<file path="src/rtl/relay_sequencer.sv">
// Latching direction-relay sequencer: queues per-channel direction requests and
// pulses one coil at a time, round-robin, with a fixed pulse width and gap.
module relay_sequencer #(
  parameter int unsigned NUM_CHANNELS = 4,
  parameter int unsigned PULSE_CYCLES = 625000,
  parameter int unsigned GAP_CYCLES   = 125000,
  parameter bit          STARTUP_INIT = 1'b1,
  localparam int unsigned CH_W = (NUM_CHANNELS > 1) ? $clog2(NUM_CHANNELS) : 1
) (
  input  logic                    clk_125mhz,
  input  logic                    rst_n,
  input  logic                    req_valid,
  input  logic [CH_W-1:0]         req_channel,
  input  logic                    req_dir,
  output logic                    req_ready,
  output logic [NUM_CHANNELS-1:0] relay_a,
  output logic [NUM_CHANNELS-1:0] relay_b,
  output logic [NUM_CHANNELS-1:0] dir_state,
  output logic [NUM_CHANNELS-1:0] dir_known,
  output logic                    busy,
  output logic                    init_done
);

  localparam int unsigned CNT_MAX = (PULSE_CYCLES > GAP_CYCLES) ? PULSE_CYCLES : GAP_CYCLES;
  localparam int unsigned CNT_W   = $clog2(CNT_MAX + 1);

  localparam logic [1:0] IDLE  = 2'd0;
  localparam logic [1:0] PULSE = 2'd1;
  localparam logic [1:0] GAP   = 2'd2;

  logic [1:0]              state, state_d;
  logic [CNT_W-1:0]        cnt, cnt_d;
  logic [CH_W-1:0]         ptr, ptr_d;
  logic [CH_W-1:0]         active_ch, active_d;
  logic [NUM_CHANNELS-1:0] pending, pending_d;
  logic [NUM_CHANNELS-1:0] target, target_d;
  logic [NUM_CHANNELS-1:0] committed, committed_d;
  logic [NUM_CHANNELS-1:0] dir_state_d, dir_known_d;
  logic [NUM_CHANNELS-1:0] relay_a_d, relay_b_d;
  logic                    busy_d, init_done_d;

  logic                    found;
  logic [CH_W-1:0]         pick, cand;
  int unsigned             idx;

  assign req_ready = init_done;

  // First pending channel at or after the round-robin pointer, wrapping.
  always_comb begin
    found = 1'b0;
    pick  = '0;
    cand  = '0;
    idx   = 0;
    for (int unsigned i = 0; i < NUM_CHANNELS; i++) begin
      idx = 32'(ptr) + i;
      if (idx >= NUM_CHANNELS) idx = idx - NUM_CHANNELS;
      cand = CH_W'(idx);
      if (!found && pending[cand]) begin
        found = 1'b1;
        pick  = cand;
      end
    end
  end

  // Next-state: launch/pulse/gap sequencing, then request evaluation on post-launch state.
  always_comb begin
    state_d     = state;
    cnt_d       = cnt;
    ptr_d       = ptr;
    active_d    = active_ch;
    pending_d   = pending;
    target_d    = target;
    committed_d = committed;
    dir_state_d = dir_state;
    relay_a_d   = relay_a;
    relay_b_d   = relay_b;

    case (state)
      IDLE: begin
        relay_a_d = '0;
        relay_b_d = '0;
        if (found) begin
          pending_d[pick]   = 1'b0;
          dir_state_d[pick] = target[pick];
          committed_d[pick] = 1'b1;
          active_d          = pick;
          cnt_d             = CNT_W'(PULSE_CYCLES - 1);
          state_d           = PULSE;
          if (target[pick]) relay_b_d[pick] = 1'b1;
          else              relay_a_d[pick] = 1'b1;
        end
      end
      PULSE: begin
        if (cnt == '0) begin
          relay_a_d = '0;
          relay_b_d = '0;
          cnt_d     = CNT_W'(GAP_CYCLES - 1);
          state_d   = GAP;
          ptr_d     = (active_ch == CH_W'(NUM_CHANNELS - 1)) ? '0 : active_ch + CH_W'(1);
        end else begin
          cnt_d = cnt - CNT_W'(1);
        end
      end
      GAP: begin
        relay_a_d = '0;
        relay_b_d = '0;
        if (cnt == '0) state_d = IDLE;
        else           cnt_d   = cnt - CNT_W'(1);
      end
      default: begin
        relay_a_d = '0;
        relay_b_d = '0;
        state_d   = IDLE;
      end
    endcase

    if (req_valid && init_done) begin
      if (pending_d[req_channel]) begin
        target_d[req_channel] = req_dir;
      end else if (!(committed_d[req_channel] && dir_state_d[req_channel] == req_dir)) begin
        pending_d[req_channel] = 1'b1;
        target_d[req_channel]  = req_dir;
      end
    end

    busy_d      = (state_d != IDLE);
    dir_known_d = committed_d & ~pending_d &
                  ~(busy_d ? (NUM_CHANNELS'(1) << active_d) : NUM_CHANNELS'(0));
    init_done_d = init_done | ((state_d == IDLE) && (pending_d == '0));
  end

  always_ff @(posedge clk_125mhz or negedge rst_n) begin
    if (!rst_n) begin
      state     <= IDLE;
      cnt       <= '0;
      ptr       <= '0;
      active_ch <= '0;
      pending   <= {NUM_CHANNELS{STARTUP_INIT}};
      target    <= {NUM_CHANNELS{STARTUP_INIT}};
      committed <= '0;
      dir_state <= '0;
      dir_known <= '0;
      relay_a   <= '0;
      relay_b   <= '0;
      busy      <= 1'b0;
      init_done <= ~STARTUP_INIT;
    end else begin
      state     <= state_d;
      cnt       <= cnt_d;
      ptr       <= ptr_d;
      active_ch <= active_d;
      pending   <= pending_d;
      target    <= target_d;
      committed <= committed_d;
      dir_state <= dir_state_d;
      dir_known <= dir_known_d;
      relay_a   <= relay_a_d;
      relay_b   <= relay_b_d;
      busy      <= busy_d;
      init_done <= init_done_d;
    end
  end

endmodule

</file>
<file path="config.mk">
export PLATFORM = sky130hd
export DESIGN_NAME = relay_sequencer
export DESIGN_NICKNAME = d
export VERILOG_FILES = /design/src/rtl/relay_sequencer.sv
export SDC_FILE = /design/constraint.sdc
export NUM_CORES = 1
export LEC_CHECK = 0
export BUFFER_PORTS_ARGS = -buffer_cell sky130_fd_sc_hd__buf_2
export CORE_UTILIZATION = 55
export DETAILED_ROUTE_END_ITERATION = 8
export GPL_TIMING_DRIVEN = 1
export HOLD_SLACK_MARGIN = 0.15
export PLACE_DENSITY = 0.74
export SLEW_MARGIN = 20
export SYNTH_ARGS = -nofsm -noshare
export SYNTH_HDL_FRONTEND = slang
export SYNTH_SLANG_ARGS = --single-unit
</file>
<file path="constraint.sdc">
create_clock -name clk_125mhz -period 3.3 [get_ports clk_125mhz]
set_input_delay 0.165 -clock clk_125mhz [delete_from_list [all_inputs] [get_ports clk_125mhz]]
set_output_delay 0.165 -clock clk_125mhz [all_outputs]
set_load 0.01 [all_outputs]
</file>
---- Word-level counts from Yosys, hierarchy flattened ----
Cells that the tools add are included.
operators by class
  add/subtract/negate cells ............... 9
  $lt $le $gt $ge ......................... 12
  equality and inequality tests ........... 8
  shift operators ......................... 1
  mux-type cells .......................... 64
  bitwise gates (word level) .............. 9
  reduce and logical (&&, ||, !) cells .... 20
operator list
  kind                     count
  $mux W4                  17
  $mux W20                 3
  $pmux W20 S3             1
  $mux W2                  14
  $logic_not A20 Y1        1
  $sub A20 B1 Y20 const B  1
  $lt A2 B3 Y1 const B     6
  $bmux W1 S2              8
  $pmux W4 S2              2
  $mux W1                  14
  $and A4 B4 Y4            3
  $not A4 Y4               3
  $ge A3 B3 Y1 const B     3
  $bwmux W4                2
  $logic_and A1 B1 Y1      8
  $ne A2 B2 Y1 const B     4
  $or A4 B4 Y4             2
  $sub A2 B1 Y2 const B    4
  $add A2 B2 Y3 const B    2
  $pmux W2 S3              1
  $demux W1 S2             2
  $eq A2 B2 Y1 const B     2
  $ge A2 B1 Y1 const B     2
  $logic_not A2 Y1         2
  13 further kinds         16
word-level totals
  register bits ........................... 56
  input bits .............................. 6
  output and inout bits ................... 19
  logic and storage cells ................. 136

---- Longest topological paths before layout ----
Gate-level depths: netlist of run 1.
  depth after elaboration ................. 31
  mapped depth ............................ 11
  gate-level depth less buffers ........... 11

---- Worst setup path before layout of run 1 ----
No wires, ideal clock.
  kind .................................... register to register
  from .................................... reg pending[3]
  to ...................................... reg target[2]
  setup time .............................. 85 ps
  data arrival time ....................... 2889 ps
  required time ........................... 3215 ps
  slack ................................... 326 ps
  cell stages (with the launch flop) ...... 10
  path buffers ............................ 1
  clock period less this slack ............ 2974 ps
  cell sequence ........................... dfstp_2 buf_4 nor2b_1 o21a_1 a2111o_2 o311ai_0 nor4b_2 mux2i_1 or3b_1 mux2_1
on the way
  cells in the longest elaborated chain, start to end .. 25
  elaborated cells on any way between the ends .. 50
  those cells by class .................... order compare: 2; eq/ne: 2; mux: 34; bitwise: 3; reduce/logical: 9
ends and longest elaborated chain
  element                             line  text
  start: declaration                  35    logic [NUM_CHANNELS-1:0] pending, pending_d;
  start signal: assignment            138   pending <= {NUM_CHANNELS{STARTUP_INIT}};
  start signal: assignment            152   pending <= pending_d;
  $bmux W1 S2                         58    if (!found && pending[cand]) begin
  $mux W1 (implied by the code)       58
  $mux W1                             58
  $logic_not A1 Y1                    58
  $logic_and A1 B1 Y1                 58
  $mux W1                             58
  $logic_not A1 Y1                    58
  $logic_and A1 B1 Y1                 58
  [9 not listed]                      --
  $mux W4                             82    if (found) begin
  $mux W4                             78    case (state)
  $bmux W1 S2                         120   end else if (!(committed_d[req_channel] && dir_state_d[req_channel] == req_dir)) begin
  $mux W1 (implied by the code)       120
  $eq A1 B1 Y1                        120
  $logic_and A1 B1 Y1                 120
  $ne A2 B2 Y1 (no source line)       --
  $reduce_and A2 Y1 (no source line)  --
  end signal: assignment              139   target <= {NUM_CHANNELS{STARTUP_INIT}};
  end signal: assignment              153   target <= target_d;
  end: declaration                    36    logic [NUM_CHANNELS-1:0] target, target_d;
Parallel ways exist; a longest one is shown, timed or not. The select of a mux whose other input is x is not followed.
A chain may end at the register's enable or synchronous reset.

---- Worst setup path in the final report of run 1 ----
  from .................................... reg pending[3]
  to ...................................... reg dir_known[1]
on the way
  cells in the longest elaborated chain, start to end .. 29
  elaborated cells on any way between the ends .. 62
  those cells by class .................... order compare: 2; eq/ne: 1; shift: 1; mux: 41; bitwise: 8; reduce/logical: 9
ends and longest elaborated chain
  element                        line  text
  $bmux W1 S2                    58
  $mux W1 (implied by the code)  58
  $mux W1                        58
  $logic_not A1 Y1               58
  $logic_and A1 B1 Y1            58
  $mux W1                        58
  $logic_not A1 Y1               58
  $logic_and A1 B1 Y1            58
  [14 not listed]                --
  $logic_and A1 B1 Y1            120
  $mux W4                        120
  $mux W4                        118   if (pending_d[req_channel]) begin
  $mux W4 *                      117   if (req_valid && init_done) begin
  net pending_d[1]               35
  $not A4 Y4 *                   127   dir_known_d = committed_d & ~pending_d &
  $and A4 B4 Y4 * (2 in a row)   127
  net dir_known_d[1]             38    logic [NUM_CHANNELS-1:0] dir_state_d, dir_known_d;
  end signal: assignment         156   dir_known <= dir_known_d;
  end: declaration               19    output logic [NUM_CHANNELS-1:0] dir_known,
Mark *: on every way through the listed nets, which the timed path passes. The rest lies on a longest branch. The select of a mux whose other input is x is not followed.

==> flow_metrics.env, run 1 <==
export IMPL_whs_endpoint="target[2]"
export IMPL_fin_skew_ns=0.01256
export IMPL_viasPerCell=6.018
export IMPL_synth_top_area_frac=0.3904
export IMPL_reg2reg_setup_slack_ns=0.15
export IMPL_placedCellCount=423
export IMPL_io_pins=25
export IMPL_top_layer="met4"
export IMPL_grt_pass1_vias=2513
export IMPL_cts_tree="done"
export IMPL_core_area_mm2=0.005238
export IMPL_synth_seq_cells=56
export IMPL_slew_headroom=0.4002
export IMPL_syn_area_mm2=0.003077
export IMPL_period_needed_ns=3.146
export IMPL_slew_viol_final=0
export IMPL_worstPathRequired_ns=3.49
export IMPL_cts_setup_buffers=0
export IMPL_clk_latency_ns=0.33
export IMPL_status="finished clean"
export IMPL_layout_area_overhead_vs_synth_pct=11.22
export IMPL_tns_ns=0
export IMPL_dpl_hpwl_um=4947
export IMPL_pre_cts_ws_ns=0.1531
export IMPL_seqCellArea_mm2=0.001413
export IMPL_detail_route_antenna_nets=0
export IMPL_yosysWarnings=0
export IMPL_clk_path_buf_depth=2
export IMPL_die_height_um=76.80
export IMPL_drive_gt1_frac=0.2011
export IMPL_rows=26
export IMPL_whs_path_depth=2
export IMPL_synthArstFlopShare=1.000
export IMPL_grt_ovfl_total=0
export IMPL_ir_worst_vdd_uv=234.2
export IMPL_netlist_instances=331
export IMPL_place_area_mm2=0.003307
export IMPL_hold_start="req_dir"
export IMPL_cts_buffers=5
export IMPL_multiInputGateArea_mm2=0.001554
export IMPL_clock_sinks=56
export IMPL_critPathSlowestCell="dfstp_2"
export IMPL_yosys_area_top_type="dfrtp_1"
export IMPL_rr_endpoint="dir_known[1]"
export IMPL_antenna_found_initial=0
export IMPL_start_kind="flop"
export IMPL_hold_violations=0
export IMPL_wl_um=6813
export IMPL_rr_startpoint="pending[3]"
export IMPL_drtIter0Drc=157
export IMPL_drv_cap=0
export IMPL_cp_max_fo=11
export IMPL_min_path_type="in -> reg"
export IMPL_fin_nets=374
export IMPL_crit_chain="nor2b_1 > o21a_1 > a2111o_2 > o311ai_0 > nor4b_2 > mux2_2 > o41ai_1 > nor2_1"
export IMPL_die_area_mm2=0.005897
export IMPL_yosys_top_cells_count="dfrtp_1, nand2_1, nor2_1, o21ai_0"
export IMPL_synth_main_ff_cell="dfrtp_1"
export IMPL_routedLengthMet1_um=2950
export IMPL_fin_ws_ns=0.1545
export IMPL_portBuffers=24
export IMPL_vias=2606
export IMPL_n_antenna_cell=0
export IMPL_stdcell_count=433
export IMPL_postLayoutCellArea_mm2=0.003422
export IMPL_cts_root_buf="clkbuf_8"
export IMPL_fmax_ghz=0.3179
export IMPL_dr_pass1_iters=5
export IMPL_rsz0062_at_grt="false"
export IMPL_wl_met3_um=325
export IMPL_nFillCells=449
export IMPL_clk_pin_slew_ns=0.11
export IMPL_finalCritPeriodShare=0.9532
export IMPL_leakage_uw=0.001600
export IMPL_synth_edf_count=0
export IMPL_synthTopCellsByArea="dfrtp_1, dfstp_2, nand2_1"
export IMPL_max_stage_delay_ns=0.64
export IMPL_avgSynthCellArea_um2=9.295
export IMPL_criticalPathCategory="reg -> reg"
export IMPL_grt_start_max_net_pins=43
export IMPL_grt_pass1_wl_um=11700
export IMPL_crit_arrival_ns=3.34
export IMPL_synth_nets=343
export IMPL_end_kind="flop"
export IMPL_drc=0
export IMPL_die_w_um=76.80
export IMPL_grt_usage=0.2483
export IMPL_reg2regPathDepth=8
export IMPL_place_gp_congestion=0.9469
export IMPL_initial_utilization=0.5874
export IMPL_wire_per_inst_um=15.73
export IMPL_wl_met2_um=3429
export IMPL_setup_viol=0
export IMPL_p_per_area_mw_per_mm2=325.5
export IMPL_worstMarginPinSlew_ns=0.8996
export IMPL_htree_levels=2
export IMPL_ys_seq_area_frac=0.4587
export IMPL_ys_types=59
==> critical path, delay by kind of cell, from the launching register on <==
family	cells	cell delay [ns]
mux	1	0.42
compound gates	4	1.46
flops	1	0.64
simple gates	3	0.52
==> cell type report <==
| cell class | instances | area share |
|---|---|---|
| Clock buffer | 5 | 0.02011 |
| Inverter | 15 | 0.01645 |
| Clock inverter | 3 | 0.006581 |
| Multi-Input combinational cell | 247 | 0.4541 |
| Tap cell | 70 | 0.02559 |
| Timing Repair Buffer | 37 | 0.06435 |
| Sequential cell | 56 | 0.4128 |
==> metal layers <==
layer,vias to the layer above,GRT usage
li1,1253,-
met1,1266,0.3109
met2,76,0.4259
met3,11,0.04167
met4,0,0.09615
met5,-,0
==> timing repair <==
item	4_1_cts	5_1_grt
hold endpoints to repair	33	0
hold buffers	1	0
gates resized for setup	0	1
endpoints found under the setup margin	0	6
==> registers in the layout, summed over array words and instances, names as in the netlist, 4 cells and up <==
register   flops
cnt           20
committed      4
dir_known      4
dir_state      4
pending        4
relay_a        4
relay_b        4
target         4
==> power breakdown <==
group	internal (uW)	switching, uW
clock	153	237
combinational	11.7	26.1
sequential	686	0
==> per-stage QoR <==
step	util	hold slack, ns	total power [uW]
after CTS	0.6507	0.1575	1122
after detailed placement	0.6314	0.3575	737.3
after global placement	0.6314	0.3450	737.0
after floorplan	-	-0.1306	715.0
after global routing	0.6534	0.1672	1157
final	0.6534	0.1644	1114
==> layout by cell type (no fill, tap or decap), drive strengths merged, types with 5 or more instances in the layout <==
| cell | netlist | routed |
|---|---|---|
| nand2 | 48 | 48 |
| dfrtp | 48 | 48 |
| buf | 7 | 36 |
| nor2 | 29 | 29 |
| o21ai | 27 | 27 |
| inv | 15 | 16 |
| a21oi | 15 | 15 |
| nor3 | 11 | 11 |
| mux2 | 10 | 10 |
| o31ai | 9 | 9 |
| nand2b | 8 | 8 |
| dfstp | 8 | 8 |
| xnor2 | 7 | 7 |
| nor4 | 6 | 6 |
| ha | 6 | 6 |
| nor2b | 5 | 5 |
| a22o | 5 | 5 |
| clkbuf | 7 | 5 |
| a211oi | 4 | 5 |
==> kinds of logic (layout without fill, tap and decap cells) <==
logic type	Yosys count	after routing	synth area share
AND/OR/NAND/NOR	132	132	0.2094
flip-flops	56	56	0.4587
buffers and inverters	29	60	0.04026
AO/OA/AOI/OAI	87	88	0.1940
multiplexers	13	13	0.05043
adder cells (fa/ha/maj)	6	6	0.02440
XOR/XNOR	8	8	0.02277
==> worst max-delay path by stage <==
| stage | start | end | slack, ns | cells past startpoint |
|---|---|---|---|---|
| after floorplan | pending[3] | target[2] | 0.33 | 9 |
| after global placement | pending[3] | dir_known[1] | 0.23 | 9 |
| after detailed placement | pending[3] | dir_known[1] | 0.15 | 8 |
| after CTS | pending[3] | dir_known[1] | 0.15 | 9 |
| after global routing | pending[3] | dir_known[1] | 0.01 | 8 |
| final | pending[3] | dir_known[1] | 0.15 | 8 |
(Power assumes the default switching activity.)
==> inputs of run 2 (changes only) <==
--- a/config.mk
+++ b/config.mk
@@ -6,11 +6,10 @@
 export NUM_CORES = 1
 export LEC_CHECK = 0
 export BUFFER_PORTS_ARGS = -buffer_cell sky130_fd_sc_hd__buf_2
-export CORE_UTILIZATION = 55
+export CORE_UTILIZATION = 25
 export DETAILED_ROUTE_END_ITERATION = 8
 export GPL_TIMING_DRIVEN = 1
 export HOLD_SLACK_MARGIN = 0.15
-export PLACE_DENSITY = 0.74
 export SLEW_MARGIN = 20
 export SYNTH_ARGS = -nofsm -noshare
 export SYNTH_HDL_FRONTEND = slang
==> constraint.sdc (replaced) <==
create_clock -name clk_125mhz -period 3.3 [get_ports clk_125mhz]
set_input_delay 0.495 -clock clk_125mhz [delete_from_list [all_inputs] [get_ports clk_125mhz]]
set_output_delay 0.495 -clock clk_125mhz [all_outputs]
set_load 0.01 [all_outputs]
==> run 2 against run 1 <==
  * Sequential share of layout area decreased by 1.9 points
  * Power increased by 13%
  * Maximum frequency increased by 0.83%
  * Wire length increased by 3.3%
  * Die area increased by 120%
  * Combinational power increased by 2%
  * Clock power increased by 36%
  * First-iteration DRC count decreased by 24%
  * Sequential power about the same
  * Critical path depth increased by 1
  * Global-route usage decreased by 13 points
  * Non-clock buffer count increased by 1
  * Critical endpoint is now target[2]
  * Largest power group unchanged
==> flow_metrics.env, run 2 (synthesis gave the netlist of run 1 again) <==
export IMPL_status="finished clean"
export IMPL_p_per_area_mw_per_mm2=349.9
export IMPL_fin_ws_ns=0.1805
export IMPL_crit_end="target[2]"
export IMPL_criticalPathCategory="reg -> reg"
export IMPL_antenna_found_initial=0
export IMPL_total_power_uw=1254
export IMPL_setup_viol=0
export IMPL_grt_start_max_net_pins=57
export IMPL_worstPathRequired_ns=3.52
export IMPL_die_area_mm2=0.01275
export IMPL_clk_pin_slew_ns=0.08
export IMPL_slew_viol_final=0
export IMPL_pre_cts_ws_ns=0.1186
export IMPL_hold_violations=0
export IMPL_grt_pass1_wl_um=12140
export IMPL_clk_latency_ns=0.30
export IMPL_clk_path_buf_depth=2
export IMPL_htree_levels=2
export IMPL_period_needed_ns=3.120
export IMPL_worstMarginPinSlew_ns=0.7197
export IMPL_min_path_type="in -> async"
export IMPL_core_area_mm2=0.01201
export IMPL_leakage_uw=0.001628
export IMPL_n_antenna_cell=0
export IMPL_fmax_ghz=0.3206
export IMPL_fin_skew_ns=0.009532
export IMPL_holdWs_ns=0.3342
export IMPL_ctsHoldBuffers=0
export IMPL_dpl_hpwl_um=5242
export IMPL_layout_area_overhead_vs_synth_pct=16.51
export IMPL_detail_route_antenna_nets=0
export IMPL_grt_pass1_vias=2481
export IMPL_place_gp_congestion=0.8949
export IMPL_drv_cap=0
export IMPL_io_pins=25
export IMPL_fin_nets=374
export IMPL_initial_utilization=0.2561
export IMPL_reg2regPathDepth=9
export IMPL_rows=40
export IMPL_reg2reg_setup_slack_ns=0.18
export IMPL_portBuffers=24
export IMPL_rr_endpoint="target[2]"
export IMPL_end_kind="flop"
export IMPL_drive_gt1_frac=0.2094
export IMPL_die_w_um=112.9
export IMPL_crit_arrival_ns=3.34
export IMPL_crit_start="pending[3]"
export IMPL_vias=2560
export IMPL_largest_register_ffs=20
export IMPL_cp_max_fo=11
export IMPL_die_height_um=112.9
export IMPL_regMostFlops="cnt"
export IMPL_viasPerCell=5.020
export IMPL_wire_per_inst_um=13.80
export IMPL_dr_pass1_iters=4
export IMPL_cts_buffers=5
export IMPL_ir_worst_vdd_uv=227.8
export IMPL_grt_ovfl_total=0
export IMPL_drc=0
export IMPL_drtIter0Drc=120
export IMPL_clock_sinks=56
export IMPL_grt_usage=0.1188
export IMPL_rr_startpoint="pending[3]"
export IMPL_cts_root_buf="clkbuf_16"
export IMPL_wl_um=7037
export IMPL_cts_tree="done"
export IMPL_finalCritPeriodShare=0.9453
export IMPL_slew_headroom=0.5202
export IMPL_start_kind="flop"
export IMPL_most_common_layout_cells="nand2_1, dfrtp_1, nor2_1, buf_2, o21ai_0"
==> run 2: cell types whose count changed in the layout (fill, tap and decap cells not counted), moves of 2 or more <==
cell / change
o31ai_2: +2
buf_4: +2
o31ai_1: -2
clkbuf_8: -5
clkbuf_16: +5
==> run 2: final cells by class <==
class                           count  area [um2]
Clock buffer                        6       128.9
Timing Repair Buffer               38       225.2
Sequential cell                    56        1411
Inverter                           15       56.30
Clock inverter                      2       16.27
Tap cell                          147       183.9
Multi-Input combinational cell    246        1563
Fill cell                        1282        8427
==> run 2: power by group <==
part | leakage [uW] | internal, uW | total (uW) | switching [uW]
logic | 0.000880 | 11.3 | 38.6 | 27.3
clock network | 0.0000671 | 284 | 529 | 246
registers | 0.000681 | 686 | 686 | 0
total | 0.00163 | 981 | 1250 | 273
==> run 2: timing repair <==
item	CTS	global route
setup buffers	0	1
setup endpoints to repair	0	5
gates resized for setup	0	5
==> run 2: worst min-delay path by stage <==
stage / start / to / cells past startpoint
after detailed placement: relay_b[2] / relay_b[2] / 2
after floorplan: rst_n / active_ch[0] / 0
after CTS: rst_n / cnt[5] / 2
after global routing: rst_n / cnt[4] / 2
final: rst_n / cnt[3] / 2
after global placement: relay_b[3] / relay_b[3] / 2
==> run 2: critical path, cell delays in order, from the launching register on <==
cell and delay, ns:
dfstp_2 0.64, nand4b_1 0.17, o21ai_2 0.09, a211oi_4 0.40
mux2_4 0.28, a21boi_0 0.10, nor4b_2 0.36, mux2i_2 0.32
or3b_1 0.38, mux2_1 0.32
==> run 2: metal layers <==
metal  vias up  GRT usage  share of wire
met5         -          0              0
li1       1255          -              -
met1      1274     0.1633           0.49
met4         0    0.02456         0.0044
met3         4    0.02892          0.025
met2        27     0.1905           0.48
==> run 2: through the flow <==
| step | area (um2) | util | TNS, ns | instances |
|---|---|---|---|---|
| 2_1_floorplan | 3077 | - | 0 | 331 |
| 3_3_place_gp | 3411 | 0.2840 | 0 | 501 |
| 3_5_place_dp | 3411 | 0.2840 | 0 | 501 |
| 4_1_cts | 3556 | 0.2960 | 0 | 509 |
| 5_1_grt | 3585 | 0.2984 | -0.0007307 | 510 |
| 6_report | 3585 | 0.2984 | 0 | 510 |
==> inputs of run 3 (changes only) <==
--- a/config.mk
+++ b/config.mk
@@ -5,8 +5,10 @@
 export SDC_FILE = /design/constraint.sdc
 export NUM_CORES = 1
 export LEC_CHECK = 0
+export ABC_AREA = 1
 export BUFFER_PORTS_ARGS = -buffer_cell sky130_fd_sc_hd__buf_2
 export CORE_UTILIZATION = 25
+export CTS_CLUSTER_DIAMETER = 100
 export DETAILED_ROUTE_END_ITERATION = 8
 export GPL_TIMING_DRIVEN = 1
 export HOLD_SLACK_MARGIN = 0.15
==> run 3 against run 2 <==
  * Combinational power rose to 2.5 times the previous value
  * Cell area increased by 6.9%
  * Clock power up 24%
  * Final cell count is 28% higher
  * Critical endpoint is now init_done
  * Critical path type unchanged
  * Power up 17%
  * Die area up 7.3%
  * Wire length increased by 14%
  * Core utilization is 0.16 points higher
  * Register-to-register slack improved by 0.19 ns
==> flow_metrics.env, run 3 <==
export IMPL_wl_um=8019
export IMPL_synth_edf_count=0
export IMPL_netlist_instances=450
export IMPL_drive_gt1_frac=0.1618
export IMPL_finalCritPeriodShare=0.8887
export IMPL_detail_route_antenna_nets=0
export IMPL_tns_ns=0
export IMPL_layout_area_overhead_vs_synth_pct=15.98
export IMPL_start_kind="flop"
export IMPL_yosysWarnings=0
export IMPL_n_antenna_cell=0
export IMPL_synthTopCellsByArea="dfrtp_1, nand2_1, inv_1"
export IMPL_met3_usage=0.02472
export IMPL_place_gp_congestion=0.8824
export IMPL_fin_skew_ns=0.005288
export IMPL_leakage_uw=0.001990
export IMPL_top_usage_layer="met2"
export IMPL_wire_per_inst_um=12.26
export IMPL_grt_usage=0.1324
export IMPL_timing_critical_path_buf_inv=1
export IMPL_core_area_mm2=0.01277
export IMPL_largest_register_ffs=20
export IMPL_hold_violations=0
export IMPL_p_per_area_mw_per_mm2=382.2
export IMPL_cts_buffers=5
export IMPL_synth_nets=462
export IMPL_most_common_layout_cells="nand2_1, inv_1, nor2_1, dfrtp_1, nand3_1"
export IMPL_critPathTopFamily="simple AND/OR/NAND/NOR gates"
export IMPL_yosys_area_top_type="dfrtp_1"
export IMPL_cts_tree="done"
export IMPL_synth_seq_cells=56
export IMPL_cts_setup_buffers=0
export IMPL_synth_most_common_cell="nand2_1"
export IMPL_rsz0062_at_grt="false"
export IMPL_grt_start_max_net_pins=24
export IMPL_die_height_um=117.0
export IMPL_end_kind="flop"
export IMPL_fmax_ghz=0.3410
export IMPL_grt_util_met1=0.1770
export IMPL_status="finished clean"
export IMPL_cp_max_fo=12
export IMPL_setup_viol=0
export IMPL_period_needed_ns=2.933
export IMPL_ys_seq_area_frac=0.4271
export IMPL_worstPathRequired_ns=3.49
export IMPL_synthArstFlopShare=1.000
export IMPL_grt_ovfl_total=0
export IMPL_crit_chain="inv_2 > nand2_1 > nand3_2 > nand2_2 > nor2_4 > nand3_2 > nand2_2 > nand2_4 > nand2_1 > nand2_1 > nand2_1 > nand3_1 > nand3_1 > nand2_1 > nor2_1 > nand2_2 > nand3_2 > nand2_1 > nand2_2 > nor2_1 > nand3_1 > nand2_1"
export IMPL_multiInputGateArea_mm2=0.001583
export IMPL_dr_pass1_iters=4
export IMPL_viasPerCell=4.497
export IMPL_synth_top_area_frac=0.3635
export IMPL_drv_cap=0
export IMPL_grt_met2_usage=0.2185
export IMPL_die_w_um=117.0
export IMPL_clk_pin_slew_ns=0.07
export IMPL_die_area_mm2=0.01368
export IMPL_drc=0
export IMPL_seqCellArea_mm2=0.001413
export IMPL_crit_arrival_ns=3.13
export IMPL_rows=41
export IMPL_dpl_hpwl_um=6160
export IMPL_final_common_cell="nand2_1"
export IMPL_cp_common_cell="nand2_1"
export IMPL_regMostFlops="cnt"
export IMPL_clk_path_buf_depth=2
export IMPL_postLayoutCoreUtil=0.3000
export IMPL_nFillCells=1376
export IMPL_clk_latency_ns=0.30
export IMPL_grt_pass1_vias=3030
export IMPL_ys_types=35
export IMPL_portBuffers=24
export IMPL_antenna_found_initial=0
export IMPL_io_pins=25
export IMPL_htree_levels=2
export IMPL_worstMarginPinSlew_ns=0.5236
export IMPL_grt_pass1_wl_um=14150
export IMPL_slew_viol_final=0
export IMPL_vias=2941
export IMPL_slew_headroom=0.6472
export IMPL_min_path_type="in -> async"
export IMPL_total_power_uw=1465
export IMPL_yosys_top_cells_count="nand2_1, inv_1, nor2_1, dfrtp_1, nand3_1"
export IMPL_ir_worst_vdd_uv=204.4
export IMPL_max_stage_delay_ns=0.50
export IMPL_critPathSlowestCell="dfrtp_2"
export IMPL_drtIter0Drc=176
export IMPL_clock_sinks=56
export IMPL_avgSynthCellArea_um2=7.343
export IMPL_initial_utilization=0.2587
export IMPL_syn_area_mm2=0.003304
export IMPL_fin_nets=493
export IMPL_cts_root_buf="clkbuf_16"
export IMPL_criticalPathCategory="reg -> reg"
export IMPL_synth_main_ff_cell="dfrtp_1"
[run 3: per-layer routing]
metal / vias to the layer above / part of all wire / wire, um
met2: 60 / 0.46 / 3682
met1: 1378 / 0.49 / 3928
met4: 0 / 0.013 / 107
li1: 1492 / - / -
met5: - / 0 / 0
met3: 11 / 0.037 / 300
[run 3: path summary, 6_finish.rpt]
path,cells after the start,end,slack [ns],from
worst max-delay path,22,init_done,0.37,ptr[0]
worst min-delay path,1,dir_state[1],0.14,rst_n
worst max register to register,22,init_done,0.37,ptr[0]
worst min register to register,2,target[2],0.48,target[2]
max in group asynchronous,2,pending[1],2.44,rst_n
min in group clk_125mhz,2,target[2],0.48,target[2]
[run 3: kinds of logic (layout without fill, tap and decap cells)]
kind of cell | Yosys count | count (layout) | share of synthesized area
xor gates and xnor gates | 7 | 7 | 0.01855
DFF | 56 | 56 | 0.4271
and+or+nand+nor | 244 | 244 | 0.3370
adders and majority gates | 6 | 6 | 0.02272
AOI/OAI and AO/OA | 58 | 58 | 0.09921
buffers and inverters | 79 | 111 | 0.09542
[run 3: cell type report]
| class | instances | area share |
|---|---|---|
| well taps | 172 | 0.05615 |
| multi-input cells | 315 | 0.4130 |
| inverters | 73 | 0.07150 |
| clock inverters | 1 | 0.007835 |
| clock buffers | 7 | 0.03983 |
| repair buffers | 30 | 0.04309 |
| flip-flops and latches | 56 | 0.3686 |
[run 3: where the power goes]
group	leakage, uW	switching, uW	internal (uW)
Clock	0.0000901	255	401
Combinational	0.00122	68.5	29.1
Sequential	0.000675	7.85	704
[run 3: per-stage QoR]
stage               worst slack, ns  cell area (um2)  hold WS (ns)  cells
global route                0.02497             3832        0.1821    654
finish                       0.3672             3832        0.1428    654
floorplan                    0.8961             3304        0.1994    450
CTS                          0.1932             3826        0.1566    654
detailed placement           0.2100             3643        0.4649    646
global placement             0.2576             3643        0.4617    646
[run 3: what timing repair did]
item | CTS | global route
resized for setup | 0 | 2
hold buffers | 0 | 0
endpoints found under the setup margin | 0 | 9
